<file path="config.mk">
export PLATFORM = sky130hd
export DESIGN_NAME = bitstream_unpack_flat
export DESIGN_NICKNAME = d
export VERILOG_FILES = /design/src/rtl/bitstream_unpack_if.sv /design/src/rtl/bitstream_unpack.sv /design/src/flat_wrapper.sv
export SDC_FILE = /design/constraint.sdc
export NUM_CORES = 1
export LEC_CHECK = 0
export BUFFER_PORTS_ARGS = -buffer_cell sky130_fd_sc_hd__buf_2
export CAP_MARGIN = 20
export CELL_PAD_IN_SITES_DETAIL_PLACEMENT = 0
export CELL_PAD_IN_SITES_GLOBAL_PLACEMENT = 1
export CORE_ASPECT_RATIO = 1.4
export CORE_MARGIN = 1.5
export CORE_UTILIZATION = 25
export DETAILED_ROUTE_END_ITERATION = 7
export PLACE_DENSITY = 0.5
export RECOVER_POWER = 100
export REMOVE_ABC_BUFFERS = 1
export SLEW_MARGIN = 20
export SYNTH_ARGS = -nofsm -noshare
export SYNTH_HDL_FRONTEND = slang
export SYNTH_SLANG_ARGS = --single-unit
</file>
<file path="constraint.sdc">
create_clock -name clk -period 10.1 [get_ports clk]
set_input_delay 1.01 -clock clk [delete_from_list [all_inputs] [get_ports clk]]
set_output_delay 1.01 -clock clk [all_outputs]
set_load 0.02 [all_outputs]
</file>
<file path="src/rtl/bitstream_unpack_if.sv">
// Word-input and field-request bus for the bit-level stream reader.
interface bitstream_unpack_if #(
  parameter int DW = 32,
  parameter int LW = 6
);
  logic          flush;
  logic          iwvalid;
  logic          iwready;
  logic [DW-1:0] iwdata;
  logic          rreq;
  logic          ralign;
  logic [LW-1:0] rlen;
  logic          rack;
  logic          ovalid;
  logic [DW-1:0] odata;
  logic [DW-1:0] peek;
  logic [6:0]    count;

  modport master (
    output flush, iwvalid, iwdata, rreq, ralign, rlen,
    input  iwready, rack, ovalid, odata, peek, count
  );

  modport slave (
    input  flush, iwvalid, iwdata, rreq, ralign, rlen,
    output iwready, rack, ovalid, odata, peek, count
  );
endinterface

</file>
<file path="src/rtl/bitstream_unpack.sv">
// LSB-first bit reader: buffers packed 32-bit words, returns 0..32-bit fields
// on request, and can discard bits up to the next byte boundary.
module bitstream_unpack #(
  parameter int DW = 32,
  parameter int LW = 6
) (
  input logic               clk,
  input logic               rst_n,
  bitstream_unpack_if.slave bs
);
  localparam logic [DW-1:0] ONES = '1;

  logic [2*DW-1:0] bits_q;
  logic [6:0]      count_q;
  logic [2:0]      phase_q;
  logic            ovalid_q;
  logic [DW-1:0]   odata_q;

  logic [2:0]      pad;
  logic [6:0]      need;
  logic [6:0]      c;
  logic [6:0]      shamt;
  logic            rack;
  logic            iwready;
  logic            accept;
  logic [DW-1:0]   mask;

  always_comb begin
    pad     = 3'd0 - phase_q;
    need    = bs.ralign ? {4'd0, pad} : 7'(bs.rlen);
    rack    = bs.rreq && !bs.flush && (count_q >= need);
    iwready = rst_n && (count_q <= 7'd32);
    accept  = bs.iwvalid && iwready && !bs.flush;
    c       = rack ? need : '0;
    shamt   = count_q - c;
    // Shifting by the full width yields zero, so rlen=0 gives an empty mask.
    mask    = ONES >> (7'd32 - 7'(bs.rlen));
  end

  always_ff @(posedge clk or negedge rst_n) begin
    if (!rst_n) begin
      bits_q   <= '0;
      count_q  <= '0;
      phase_q  <= '0;
      ovalid_q <= 1'b0;
      odata_q  <= '0;
    end else if (bs.flush) begin
      bits_q   <= '0;
      count_q  <= '0;
      phase_q  <= '0;
      ovalid_q <= 1'b0;
    end else begin
      // Consume first, then append the new word just above the surviving bits.
      bits_q   <= (bits_q >> c)
                | (accept ? ({{DW{1'b0}}, bs.iwdata} << shamt) : '0);
      count_q  <= count_q - c + (accept ? 7'd32 : 7'd0);
      phase_q  <= phase_q + c[2:0];
      ovalid_q <= rack && !bs.ralign;
      if (rack && !bs.ralign)
        odata_q <= bits_q[DW-1:0] & mask;
    end
  end

  assign bs.rack    = rack;
  assign bs.iwready = iwready;
  assign bs.ovalid  = ovalid_q;
  assign bs.odata   = odata_q;
  assign bs.peek    = bits_q[DW-1:0];
  assign bs.count   = count_q;

  logic          pend_q;
  logic [LW-1:0] rlen_q;
  logic          ralign_q;

  always_ff @(posedge clk or negedge rst_n) begin
    if (!rst_n) begin
      pend_q   <= 1'b0;
      rlen_q   <= '0;
      ralign_q <= 1'b0;
    end else begin
      pend_q   <= bs.rreq && !rack && !bs.flush;
      rlen_q   <= bs.rlen;
      ralign_q <= bs.ralign;
    end
  end

  a_rlen_range: assert property (@(posedge clk) disable iff (!rst_n)
    !(bs.rreq && (7'(bs.rlen) > 7'd32)))
    else $fatal(1, "bitstream_unpack: rlen %0d exceeds 32", bs.rlen);

  a_req_stable: assert property (@(posedge clk) disable iff (!rst_n)
    (pend_q && bs.rreq) |-> (bs.rlen == rlen_q && bs.ralign == ralign_q))
    else $warning("bitstream_unpack: request changed while stalled");
endmodule
</file>
<file path="src/flat_wrapper.sv">
// flat-port wrapper written by rule: the top's interface ports become plain ports
module bitstream_unpack_flat 
#(
  parameter int DW = 32,
  parameter int LW = 6
)
  (clk, rst_n, bs_flush, bs_iwvalid, bs_iwdata, bs_rreq, bs_ralign, bs_rlen, bs_iwready, bs_rack, bs_ovalid, bs_odata, bs_peek, bs_count);
  bitstream_unpack_if #(.DW(DW), .LW(LW)) bs_i ();
  input logic clk;
  input logic rst_n;
  input wire logic [$bits(bs_i.flush)-1:0] bs_flush;
  input wire logic [$bits(bs_i.iwvalid)-1:0] bs_iwvalid;
  input wire logic [$bits(bs_i.iwdata)-1:0] bs_iwdata;
  input wire logic [$bits(bs_i.rreq)-1:0] bs_rreq;
  input wire logic [$bits(bs_i.ralign)-1:0] bs_ralign;
  input wire logic [$bits(bs_i.rlen)-1:0] bs_rlen;
  output wire logic [$bits(bs_i.iwready)-1:0] bs_iwready;
  output wire logic [$bits(bs_i.rack)-1:0] bs_rack;
  output wire logic [$bits(bs_i.ovalid)-1:0] bs_ovalid;
  output wire logic [$bits(bs_i.odata)-1:0] bs_odata;
  output wire logic [$bits(bs_i.peek)-1:0] bs_peek;
  output wire logic [$bits(bs_i.count)-1:0] bs_count;
  assign bs_i.flush = bs_flush;
  assign bs_i.iwvalid = bs_iwvalid;
  assign bs_i.iwdata = bs_iwdata;
  assign bs_i.rreq = bs_rreq;
  assign bs_i.ralign = bs_ralign;
  assign bs_i.rlen = bs_rlen;
  assign bs_iwready = bs_i.iwready;
  assign bs_rack = bs_i.rack;
  assign bs_ovalid = bs_i.ovalid;
  assign bs_odata = bs_i.odata;
  assign bs_peek = bs_i.peek;
  assign bs_count = bs_i.count;
  bitstream_unpack #(.DW(DW), .LW(LW)) u_core (.clk(clk), .rst_n(rst_n), .bs(bs_i));
endmodule
</file>
==> flow_metrics.py, run 1 <==
metrics = {
    "outcome": {
        "status": "finished with violations",
        "violations": "max-capacitance violations, max-slew violations",
    },
    "final_layout": {
        "diodes": 0,
        "areaGrowthSynthToFinish_pct": 8.25,
        "final_cells": 2206,
        "nFillCells": 5493,
        "drive_above_1_share_pct": 10.1,
        "nets": 1629,
    },
    "synthesis": {
        "synth.yosys.seq_area_share_pct": 21.7,
        "yosys.area.top_type": "dfrtp_1",
        "synth.most_common_cell": "nand2_1",
        "synth_xor_area_share_pct": 0.783,
        "netlist_instances": 1586,
        "synthDominantCellAreaShare_pct": 21.7,
        "synth_compound_area_share_pct": 35.6,
        "synth_edf_count": 0,
        "synth_simple_gate_area_share_pct": 17.2,
        "synth.distinct_cells": 82,
        "synth_top_family_by_area": "compound AO/OA/AOI/OAI gates",
        "synthTopCellsByCount": "nand2_1 (206), o21ai_0 (132), dfrtp_1 (107)",
        "ys_async_sr_fraction_pct": 100,
        "synth_warnings": 0,
        "netlist_top_cells_area": "dfrtp_1 (22%), mux2i_1 (7.5%), nand2_1 (6.3%), o21ai_0 (5.4%), mux4_2 (4.4%)",
        "synth-seq-cells": 107,
        "ys.flop_type": "dfrtp_1",
        "netlist_area_mm2": 0.0123,
        "synthMuxAreaShare_pct": 13.3,
        "synth.avg_cell_area_um2": 7.76,
        "synthAdderAreaFrac_pct": 2.22,
    },
    "route": {
        "drtAntennaViolNets": 0,
        "vias": 13884,
        "finalWirelength_um": 65500,
        "viasPerCell": 6.29,
        "dr.pass1.iters": 7,
        "wl_per_cell_um": 29.7,
        "drt_iter0_drc": 1765,
        "post-route-drc-count": 0,
    },
    "pwr": {
        "powerDensity_mw_per_mm2": 303,
        "p_leak_nw": 5.20,
        "vdd.ir_drop.worst_uv": 105,
    },
    "setup_path": {
        "r2r_end": "u_core.bits_q[35]$_DFF_PN0_",
        "crit_type": "flip-flop to flip-flop",
        "path_max_fanout": 32,
        "r2r_cells": 24,
        "end_kind": "flip-flop",
        "regToRegStartpoint": "u_core.phase_q[0]$_DFF_PN0_",
        "cp.required_ns": 10.41,
        "critPathArrivalTime_ns": 8.68,
        "ff2ff_setup_slack_ns": 1.73,
        "start_kind": "flip-flop",
    },
    "clocking": {
        "post_cts_buffers": 0,
        "cts_hold_buf": 0,
        "cts.sinks": 107,
        "insertion_delay_ns": 0.39,
        "clk_pin_slew_ns": 0.08,
        "cts_tree": "built",
        "numCtsBuffers": 9,
        "cts_resized": 0,
        "htree_levels": 3,
        "cts_root_buf": "clkbuf_16",
        "cts_buffer_depth": 2,
    },
    "sta": {
        "fin_ws_ns": 1.73,
        "post-route-min-period_ns": 8.37,
        "tightestPinTransition_ns": 2.75,
        "setup_tns_ns": 0,
        "holdWs_ns": 0.483,
        "min_period_over_period_pct": 82.8,
        "hold_violations": 0,
        "rsz0062_at_grt": "false",
        "slew_headroom_pct": -83.5,
        "clock_skew_ns": 0.0167,
        "fmax_mhz": 120,
        "final_max_slew_viol_count": 235,
        "report.final.setup_viol": 0,
    },
    "global_route": {
        "track_usage_pct": 25.6,
        "antenna_found_initial": 0,
        "grt_max_degree": 65,
        "grt_pass1_wl_um": 95500,
        "gr-total-overflow": 0,
        "grt_pass1_vias": 13387,
    },
    "place": {
        "portBuffers": 117,
        "placedCellCount": 2191,
        "dp_hpwl_um": 49700,
        "gp_congestion": 0.963,
        "place_ws_ns": 2.43,
    },
    "worst_hold_path": {
        "holdPathStages": 2,
        "min_from": "u_core.bs.odata[0]$_DFFE_PN0P_",
        "min_path_type": "flip-flop to flip-flop",
        "holdPathEnd": "u_core.bs.odata[0]$_DFFE_PN0P_",
    },
    "floorplanning": {
        "io_pins": 118,
        "start_util_pct": 25.2,
        "die_h_um": 266,
        "die_x_um": 191,
        "rows": 96,
        "die_area_mm2": 0.0506,
        "core_mm2": 0.0488,
    },
    "job": {
        "maxCapViolCount": 6,
    },
}
==> power by group <==
| group | switching, mW | leakage (nW) | internal (mW) |
|---|---|---|---|
| Combinational | 2.02 | 3.58 | 0.889 |
| Clock | 0.195 | 0.142 | 0.199 |
| Sequential | 0.205 | 1.47 | 0.529 |
| Total | 2.42 | 5.20 | 1.62 |
==> state kept, by name (all words and copies together) (netlist names) <==
name and count:
u_core.bits_q 64, u_core.bs.ovalid 1, u_core.phase_q 3, u_core.bs.count 7, u_core.bs.odata 32
==> cell families (layout without fill, tap and decap cells) <==
| kind of cell | after synthesis | in the layout |
|---|---|---|
| XOR/XNOR | 11 | 11 |
| adder cells (fa/ha/maj) | 20 | 20 |
| buffers and inverters | 250 | 233 |
| flip-flops | 107 | 107 |
| multiplexers | 131 | 131 |
| AO/OA/AOI/OAI | 596 | 596 |
| AND/OR/NAND/NOR | 471 | 471 |
==> per-stage QoR <==
stage | total power [mW] | util, % | area, um^2
after floorplan | 2.45 | - | 11400
after global placement | 3.64 | 27.0 | 13200
after detailed placement | 3.61 | 27.0 | 13200
after CTS | 4.02 | 27.6 | 13500
after global routing | 4.25 | 27.3 | 13300
final | 4.04 | 27.3 | 13300
==> placed cells by master, fill, tap and decap left out, types with 8 or more instances in the layout <==
cell / n
mux2_2: 13
nor2_1: 98
ha_1: 16
a211o_1: 8
a22oi_1: 25
o32ai_1: 13
dfrtp_1: 107
o221ai_1: 15
nor4_1: 14
a311oi_1: 11
nor3_1: 25
a32oi_1: 20
buf_2: 44
mux4_2: 24
a222oi_1: 33
a32o_1: 23
clkbuf_16: 9
nand2_1: 206
a21oi_1: 53
nor2b_1: 12
o22ai_1: 27
inv_1: 52
clkbuf_1: 81
o32a_1: 10
mux2i_1: 92
buf_4: 36
and2_1: 19
a31oi_1: 43
and3_1: 11
nand3_1: 50
o211ai_1: 42
o311ai_0: 20
a211oi_1: 17
a2bb2oi_1: 13
a221o_1: 8
o21ai_0: 132
==> worst max-delay path, cell delays in order, from the launching register on <==
cell and delay (ns):
dfrtp_1 0.47, inv_1 0.09, ha_1 0.21, xnor2_1 0.29
a21o_1 0.86, clkinv_1 0.18, buf_4 0.30, ha_1 0.26
nor3_1 0.24, o21a_1 0.16, buf_4 0.31, o31a_1 0.61
clkinv_1 0.18, and3_1 0.22, clkbuf_1 0.54, inv_2 0.19
ha_1 0.19, o21a_1 0.13, o31a_1 0.18, o21ai_0 0.19
a2111oi_4 0.52, and2_0 0.95, nand3_1 0.45, o22a_1 0.38
a31oi_1 0.14
==> how the worst max path moves through the flow <==
stage | cells past startpoint | start | to
5_1_grt | 25 | u_core.phase_q[0]$_DFF_PN0_ | u_core.bits_q[2]$_DFF_PN0_
3_3_place_gp | 21 | bs_ralign | u_core.bits_q[48]$_DFF_PN0_
4_1_cts | 22 | u_core.phase_q[0]$_DFF_PN0_ | u_core.bits_q[58]$_DFF_PN0_
2_1_floorplan | 17 | bs_rlen[2] | u_core.bits_q[11]$_DFF_PN0_
3_5_place_dp | 21 | bs_ralign | u_core.bits_q[58]$_DFF_PN0_
6_report | 24 | u_core.phase_q[0]$_DFF_PN0_ | u_core.bits_q[35]$_DFF_PN0_
==> metal layers <==
layer	global-route usage [%]	share of wire, %
met2	42.8	48
met1	30.6	39
met3	2.64	5.8
met5	0	0
met4	17.5	7.5
==> layout make-up <==
class,count,area (um^2),area share [%]
multi-input combinational,1229,8550,64.1
sequential,107,2680,20.1
tap,637,797,5.98
timing repair buffer,160,791,5.93
clock buffer,11,243,1.82
inverter,58,220,1.65
clock inverter,4,51.3,0.385
(Power assumes the default switching activity.)
==> run 2: changes to the inputs <==
==> constraint.sdc (replaced) <==
create_clock -name clk -period 8.4 [get_ports clk]
set_input_delay 0.84 -clock clk [delete_from_list [all_inputs] [get_ports clk]]
set_output_delay 0.84 -clock clk [all_outputs]
set_load 0.02 [all_outputs]
==> run 2 against run 1 <==
The flow still finishes with violations (max-capacitance violations, max-slew violations); maximum frequency grew 16%; critical path depth is 4 lower; cell area rose by 0.47%; global-route usage increased by 0.62 points; worst setup slack worse by 0.58 ns; final cell count rose by 0.50%; combinational power grew 22%; clock power increased by 21%; clock skew increased by 0.00073 ns; highest routed layer is now met5.
==> flow_metrics.py, run 2 (synthesized netlist as in run 1, its figures left out) <==
metrics = {
    "floorplanning": {
        "io_pins": 118,
        "start_util_pct": 25.2,
        "die_area_mm2": 0.0506,
        "core_mm2": 0.0488,
        "rows": 96,
        "die_h_um": 266,
        "die_x_um": 191,
    },
    "clocking": {
        "cts_buffer_depth": 2,
        "numCtsBuffers": 9,
        "cts_hold_buf": 0,
        "cts.sinks": 107,
        "htree_levels": 3,
        "cts_resized": 0,
        "post_cts_buffers": 0,
        "insertion_delay_ns": 0.40,
        "cts_tree": "built",
        "cts_root_buf": "clkbuf_16",
        "clk_pin_slew_ns": 0.09,
    },
    "place": {
        "place_ws_ns": 1.37,
        "placed_area_mm2": 0.0132,
        "portBuffers": 117,
        "placedCellCount": 2200,
        "dp_hpwl_um": 51300,
        "gp_congestion": 0.966,
    },
    "global_route": {
        "grt_pass1_vias": 13182,
        "antenna_found_initial": 2,
        "use_met2_pct": 44.2,
        "grtUsageMet3_pct": 2.31,
        "grt_max_degree": 67,
        "grt_use_met1_pct": 31.7,
        "grt.busiest_layer": "met2",
        "track_usage_pct": 26.2,
        "grt_pass1_wl_um": 96800,
        "gr-total-overflow": 0,
    },
    "sta": {
        "slew_headroom_pct": -126,
        "tightestPinTransition_ns": 3.38,
        "post-route-min-period_ns": 7.24,
        "fin_ws_ns": 1.16,
        "final_max_slew_viol_count": 200,
        "min_period_over_period_pct": 86.2,
        "hold_violations": 0,
        "holdWs_ns": 0.482,
        "setup_tns_ns": 0,
        "rsz0062_at_grt": "false",
        "report.final.setup_viol": 0,
        "clock_skew_ns": 0.0174,
        "fmax_mhz": 138,
    },
    "final_layout": {
        "drive_above_1_share_pct": 10.5,
        "final_cells": 2217,
        "areaGrowthSynthToFinish_pct": 8.76,
        "nFillCells": 5472,
        "final_util_pct": 27.5,
        "layout_commonest_cell": "nand2_1",
        "nets": 1638,
        "largest_register_ffs": 64,
        "largest-register": "u_core.bits_q",
        "layout_common_cells": "nand2_1 (206), o21ai_0 (133), dfrtp_1 (107)",
        "design_area_mm2": 0.0134,
    },
    "outcome": {
        "status": "finished with violations",
        "violations": "max-capacitance violations, max-slew violations",
    },
    "setup_path": {
        "start_kind": "flip-flop",
        "critPathArrivalTime_ns": 7.49,
        "end_kind": "flip-flop",
        "path_max_fanout": 37,
        "cp.required_ns": 8.64,
        "crit_type": "flip-flop to flip-flop",
    },
    "pwr": {
        "vdd.ir_drop.worst_uv": 140,
        "powerDensity_mw_per_mm2": 366,
        "p_leak_nw": 5.25,
        "finalPower_mw": 4.90,
    },
    "job": {
        "maxCapViolCount": 6,
    },
    "route": {
        "vias": 13797,
        "drtAntennaViolNets": 0,
        "post-route-drc-count": 0,
        "finalWirelength_um": 67200,
        "viasPerCell": 6.22,
        "dr.pass1.iters": 8,
        "drt_iter0_drc": 1748,
        "wl_per_cell_um": 30.3,
    },
    "worst_hold_path": {
        "min_path_type": "flip-flop to flip-flop",
    },
}
## run 2: per-layer routing
layer  routed length (um)  part of all wire, %
met1                26900                   40
met2                32700                   49
met3                 3070                  4.6
met4                 4560                  6.8
met5                    9                0.013
## run 2: layout make-up
class,instances,area (um^2),area share [%]
diodes,1,2.50,0.0187
clock buffers,9,225,1.68
clock inverters,7,76.3,0.570
inverters,58,220,1.64
multi-input cells,1229,8530,63.7
flip-flops and latches,107,2680,20.0
well taps,637,797,5.95
repair buffers,169,858,6.41
## run 2: worst max-delay path, stage by stage (launching register included)
cell and delay (ns):
dfrtp_1 0.48, inv_1 0.10, ha_1 0.22, xnor2_1 0.32, a21o_2 0.20, clkinv_1 0.08
ha_1 0.20, nor3_1 0.27, o21ai_0 0.45, a31oi_4 0.25, buf_4 0.33, inv_1 0.07
buf_4 0.30, fa_1 1.27, clkbuf_1 0.48, mux4_2 0.41, mux2i_1 0.54, mux2i_1 0.29
and3_1 0.28, a2111oi_0 0.44, a211oi_1 0.09
## run 2: path summary, 6_finish.rpt
check	startpoint	to	slack, ns	cells past startpoint
min in group asynchronous	rst_n	u_core.bits_q[43]$_DFF_PN0_	0.80	1
max in group asynchronous	rst_n	u_core.bits_q[2]$_DFF_PN0_	1.94	3
worst min register to register	u_core.bs.odata[1]$_DFFE_PN0P_	u_core.bs.odata[1]$_DFFE_PN0P_	0.48	2
worst max register to register	u_core.phase_q[0]$_DFF_PN0_	u_core.bits_q[15]$_DFF_PN0_	1.16	20
worst min-delay path	u_core.bs.odata[1]$_DFFE_PN0P_	u_core.bs.odata[1]$_DFFE_PN0P_	0.48	2
worst max-delay path	u_core.phase_q[0]$_DFF_PN0_	u_core.bits_q[15]$_DFF_PN0_	1.16	20
## run 2: power breakdown
part | total (mW) | internal (mW) | leakage [nW] | switching (mW)
Combinational | 3.54 | 1.09 | 3.63 | 2.45
Sequential | 0.882 | 0.636 | 1.47 | 0.246
Clock | 0.478 | 0.235 | 0.148 | 0.243
==> run 3: changes to the inputs <==
--- a/config.mk
+++ b/config.mk
@@ -5,6 +5,7 @@
 export SDC_FILE = /design/constraint.sdc
 export NUM_CORES = 1
 export LEC_CHECK = 0
+export ABC_AREA = 1
 export BUFFER_PORTS_ARGS = -buffer_cell sky130_fd_sc_hd__buf_2
 export CAP_MARGIN = 20
 export CELL_PAD_IN_SITES_DETAIL_PLACEMENT = 0
@@ -13,7 +14,7 @@
 export CORE_MARGIN = 1.5
 export CORE_UTILIZATION = 25
 export DETAILED_ROUTE_END_ITERATION = 7
-export PLACE_DENSITY = 0.5
+export PLACE_DENSITY = 0.54
 export RECOVER_POWER = 100
 export REMOVE_ABC_BUFFERS = 1
 export SLEW_MARGIN = 20
==> run 3 against run 2 <==
The flow still finishes with violations (max-capacitance violations, max-slew violations); routed wire length is 18% lower; highest routed layer is now met4; largest power group unchanged; synthesized cell count grew 29%; via count rose by 0.13%; first-iteration DRC count is 18% lower; clock skew decreased by 0.00079 ns; clock power shrank 2%; worst hold slack better by 0.0053 ns; clock-buffer cell count increased by 2; core utilization decreased by 0.28 points; register-to-register slack gained 0.64 ns; sequential power decreased by 6.7%; maximum frequency increased by 9.6%.
==> flow_metrics.py, run 3 <==
metrics = {
    "outcome": {
        "status": "finished with violations",
        "violations": "max-capacitance violations, max-slew violations",
    },
    "sta": {
        "fin_ws_ns": 1.79,
        "holdWs_ns": 0.488,
        "tightestPinTransition_ns": 3.54,
        "slew_headroom_pct": -136,
        "clock_skew_ns": 0.0166,
        "rsz0062_at_grt": "false",
        "hold_violations": 0,
        "post-route-min-period_ns": 6.61,
        "setup_tns_ns": 0,
        "fmax_mhz": 151,
        "min_period_over_period_pct": 78.6,
        "report.final.setup_viol": 0,
        "final_max_slew_viol_count": 160,
    },
    "setup_path": {
        "crit_type": "flip-flop to flip-flop",
        "cp.required_ns": 8.71,
        "crit_top_cell": "nand2_1",
        "critPathArrivalTime_ns": 6.92,
        "start_kind": "flip-flop",
        "cpMaxStageDelayCell": "clkbuf_1",
        "end_kind": "flip-flop",
        "max_stage_delay_ns": 0.88,
        "path_max_fanout": 80,
    },
    "synthesis": {
        "synth_edf_count": 0,
        "yosys.area.top_type": "nand3_1",
        "netlist_instances": 2052,
        "synth.avg_cell_area_um2": 5.81,
        "netlist_top_cells_area": "nand3_1 (23%), dfrtp_1 (22%), nand2_1 (19%), o21ai_0 (5.5%), inv_1 (4.6%)",
        "synth-seq-cells": 107,
        "synth_warnings": 0,
        "ys.flop_type": "dfrtp_1",
        "netlist_area_mm2": 0.0119,
        "synth.yosys.seq_area_share_pct": 22.5,
        "synth.distinct_cells": 44,
        "synthDominantCellAreaShare_pct": 22.8,
        "synthTopCellsByCount": "nand2_1 (599), nand3_1 (544), inv_1 (146)",
        "ys_async_sr_fraction_pct": 100,
        "synth.most_common_cell": "nand2_1",
    },
    "floorplanning": {
        "die_x_um": 188,
        "die_h_um": 261,
        "die_area_mm2": 0.0490,
        "start_util_pct": 25.3,
        "io_pins": 118,
        "rows": 94,
        "core_mm2": 0.0470,
    },
    "global_route": {
        "grt_max_degree": 81,
        "grtUsageMet3_pct": 1.74,
        "grt.busiest_layer": "met2",
        "grt_pass1_vias": 13349,
        "antenna_found_initial": 0,
        "grt_use_met1_pct": 26.2,
        "gr-total-overflow": 0,
        "track_usage_pct": 22.2,
        "use_met2_pct": 39.4,
        "grt_pass1_wl_um": 83100,
    },
    "clocking": {
        "cts_resized": 0,
        "cts.sinks": 107,
        "htree_levels": 3,
        "insertion_delay_ns": 0.39,
        "cts_tree": "built",
        "cts_hold_buf": 0,
        "numCtsBuffers": 9,
        "clk_pin_slew_ns": 0.09,
        "cts_buffer_depth": 2,
        "cts_root_buf": "clkbuf_16",
        "post_cts_buffers": 0,
    },
    "pwr": {
        "p_sw_mw": 2.47,
        "p_int_mw": 1.63,
        "powerDensity_mw_per_mm2": 321,
        "swShare_pct": 60.3,
        "vdd.ir_drop.worst_uv": 119,
        "pwr-share-comb_pct": 68.4,
        "finalPower_mw": 4.10,
        "p_leak_nw": 5.98,
        "pwr-share-seq_pct": 20.1,
        "power.share.clock_pct": 11.5,
    },
    "place": {
        "portBuffers": 117,
        "placedCellCount": 2632,
        "gp_congestion": 0.906,
        "dp_hpwl_um": 41300,
        "placed_area_mm2": 0.0126,
        "place_ws_ns": 2.22,
    },
    "final_layout": {
        "layout_common_cells": "nand2_1 (600), nand3_1 (544), inv_1 (147)",
        "design_area_mm2": 0.0128,
        "layout_commonest_cell": "nand2_1",
        "drive_above_1_share_pct": 5.14,
        "largest-register": "u_core.bits_q",
        "nFillCells": 5581,
        "final_cells": 2648,
        "nets": 2083,
        "largest_register_ffs": 64,
        "diodes": 0,
        "final_util_pct": 27.2,
        "areaGrowthSynthToFinish_pct": 7.23,
    },
    "route": {
        "vias": 13815,
        "drt_iter0_drc": 1428,
        "dr.pass1.iters": 6,
        "drtAntennaViolNets": 0,
        "viasPerCell": 5.22,
        "wl_per_cell_um": 20.9,
        "finalWirelength_um": 55300,
        "post-route-drc-count": 0,
    },
    "worst_hold_path": {
        "min_path_type": "flip-flop to flip-flop",
    },
    "job": {
        "maxCapViolCount": 3,
    },
}
-- run 3: worst paths after layout --
| check | slack [ns] | endpoint | from | cells after the start |
|---|---|---|---|---|
| worst max-delay path | 1.79 | u_core.bits_q[49]$_DFF_PN0_ | u_core.phase_q[0]$_DFF_PN0_ | 25 |
| worst min-delay path | 0.49 | u_core.bs.odata[4]$_DFFE_PN0P_ | u_core.bs.odata[4]$_DFFE_PN0P_ | 2 |
| worst min register to register | 0.49 | u_core.bs.odata[4]$_DFFE_PN0P_ | u_core.bs.odata[4]$_DFFE_PN0P_ | 2 |
| worst max register to register | 1.79 | u_core.bits_q[49]$_DFF_PN0_ | u_core.phase_q[0]$_DFF_PN0_ | 25 |
| max in group asynchronous | 2.52 | u_core.bits_q[10]$_DFF_PN0_ | rst_n | 2 |
| min in group asynchronous | 1.36 | u_core.bs.count[5]$_DFF_PN0_ | rst_n | 1 |
-- run 3: power by group through the flow --
stage	clock (mW)	combinational [mW]	sequential, mW
floorplan	0	1.87	0.801
global placement	0	2.82	0.830
detailed placement	0	2.83	0.827
CTS	0.479	2.84	0.817
global route	0.490	3.17	0.828
finish	0.470	2.80	0.823
-- run 3: routing by layer --
metal / share of wire, % / up-vias / wire length (um)
met5: 0 / - / 0
met4: 5.8 / 0 / 3220
met3: 3.9 / 109 / 2170
met2: 49 / 446 / 27300
met1: 41 / 6418 / 22600
li1: - / 6842 / -
-- run 3: layout make-up --
cell class                 instances  area [um^2]  area share [%]
tap                              624          781            6.11
sequential                       107         2680            20.9
clock buffer                      11          253            1.98
multi-input combinational       1605         7780            60.9
clock inverter                     5         53.8           0.421
inverter                         155          582            4.55
timing repair buffer             141          653            5.11
-- run 3: worst max-delay path: cells and delay by family, from the launching register on --
family | cells | cell delay [ns]
buf+inv | 6 | 2.57
flops | 1 | 0.45
compound gates | 5 | 1.02
xor+xnor | 2 | 0.26
simple gates | 9 | 1.29
fa+ha+maj | 3 | 0.91
-- run 3: kinds of logic (layout without fill, tap and decap cells) --
logic type               after synthesis  count (layout)  synth area share [%]
AND/OR/NAND/NOR                     1319            1319                  49.9
buffers and inverters                340             312                  12.5
AO/OA/AOI/OAI                        242             242                  11.0
flip-flops                           107             107                  22.5
adder cells (fa/ha/maj)               20              20                  2.29
multiplexers                          16              16                  1.34
XOR/XNOR                               8               8                 0.588
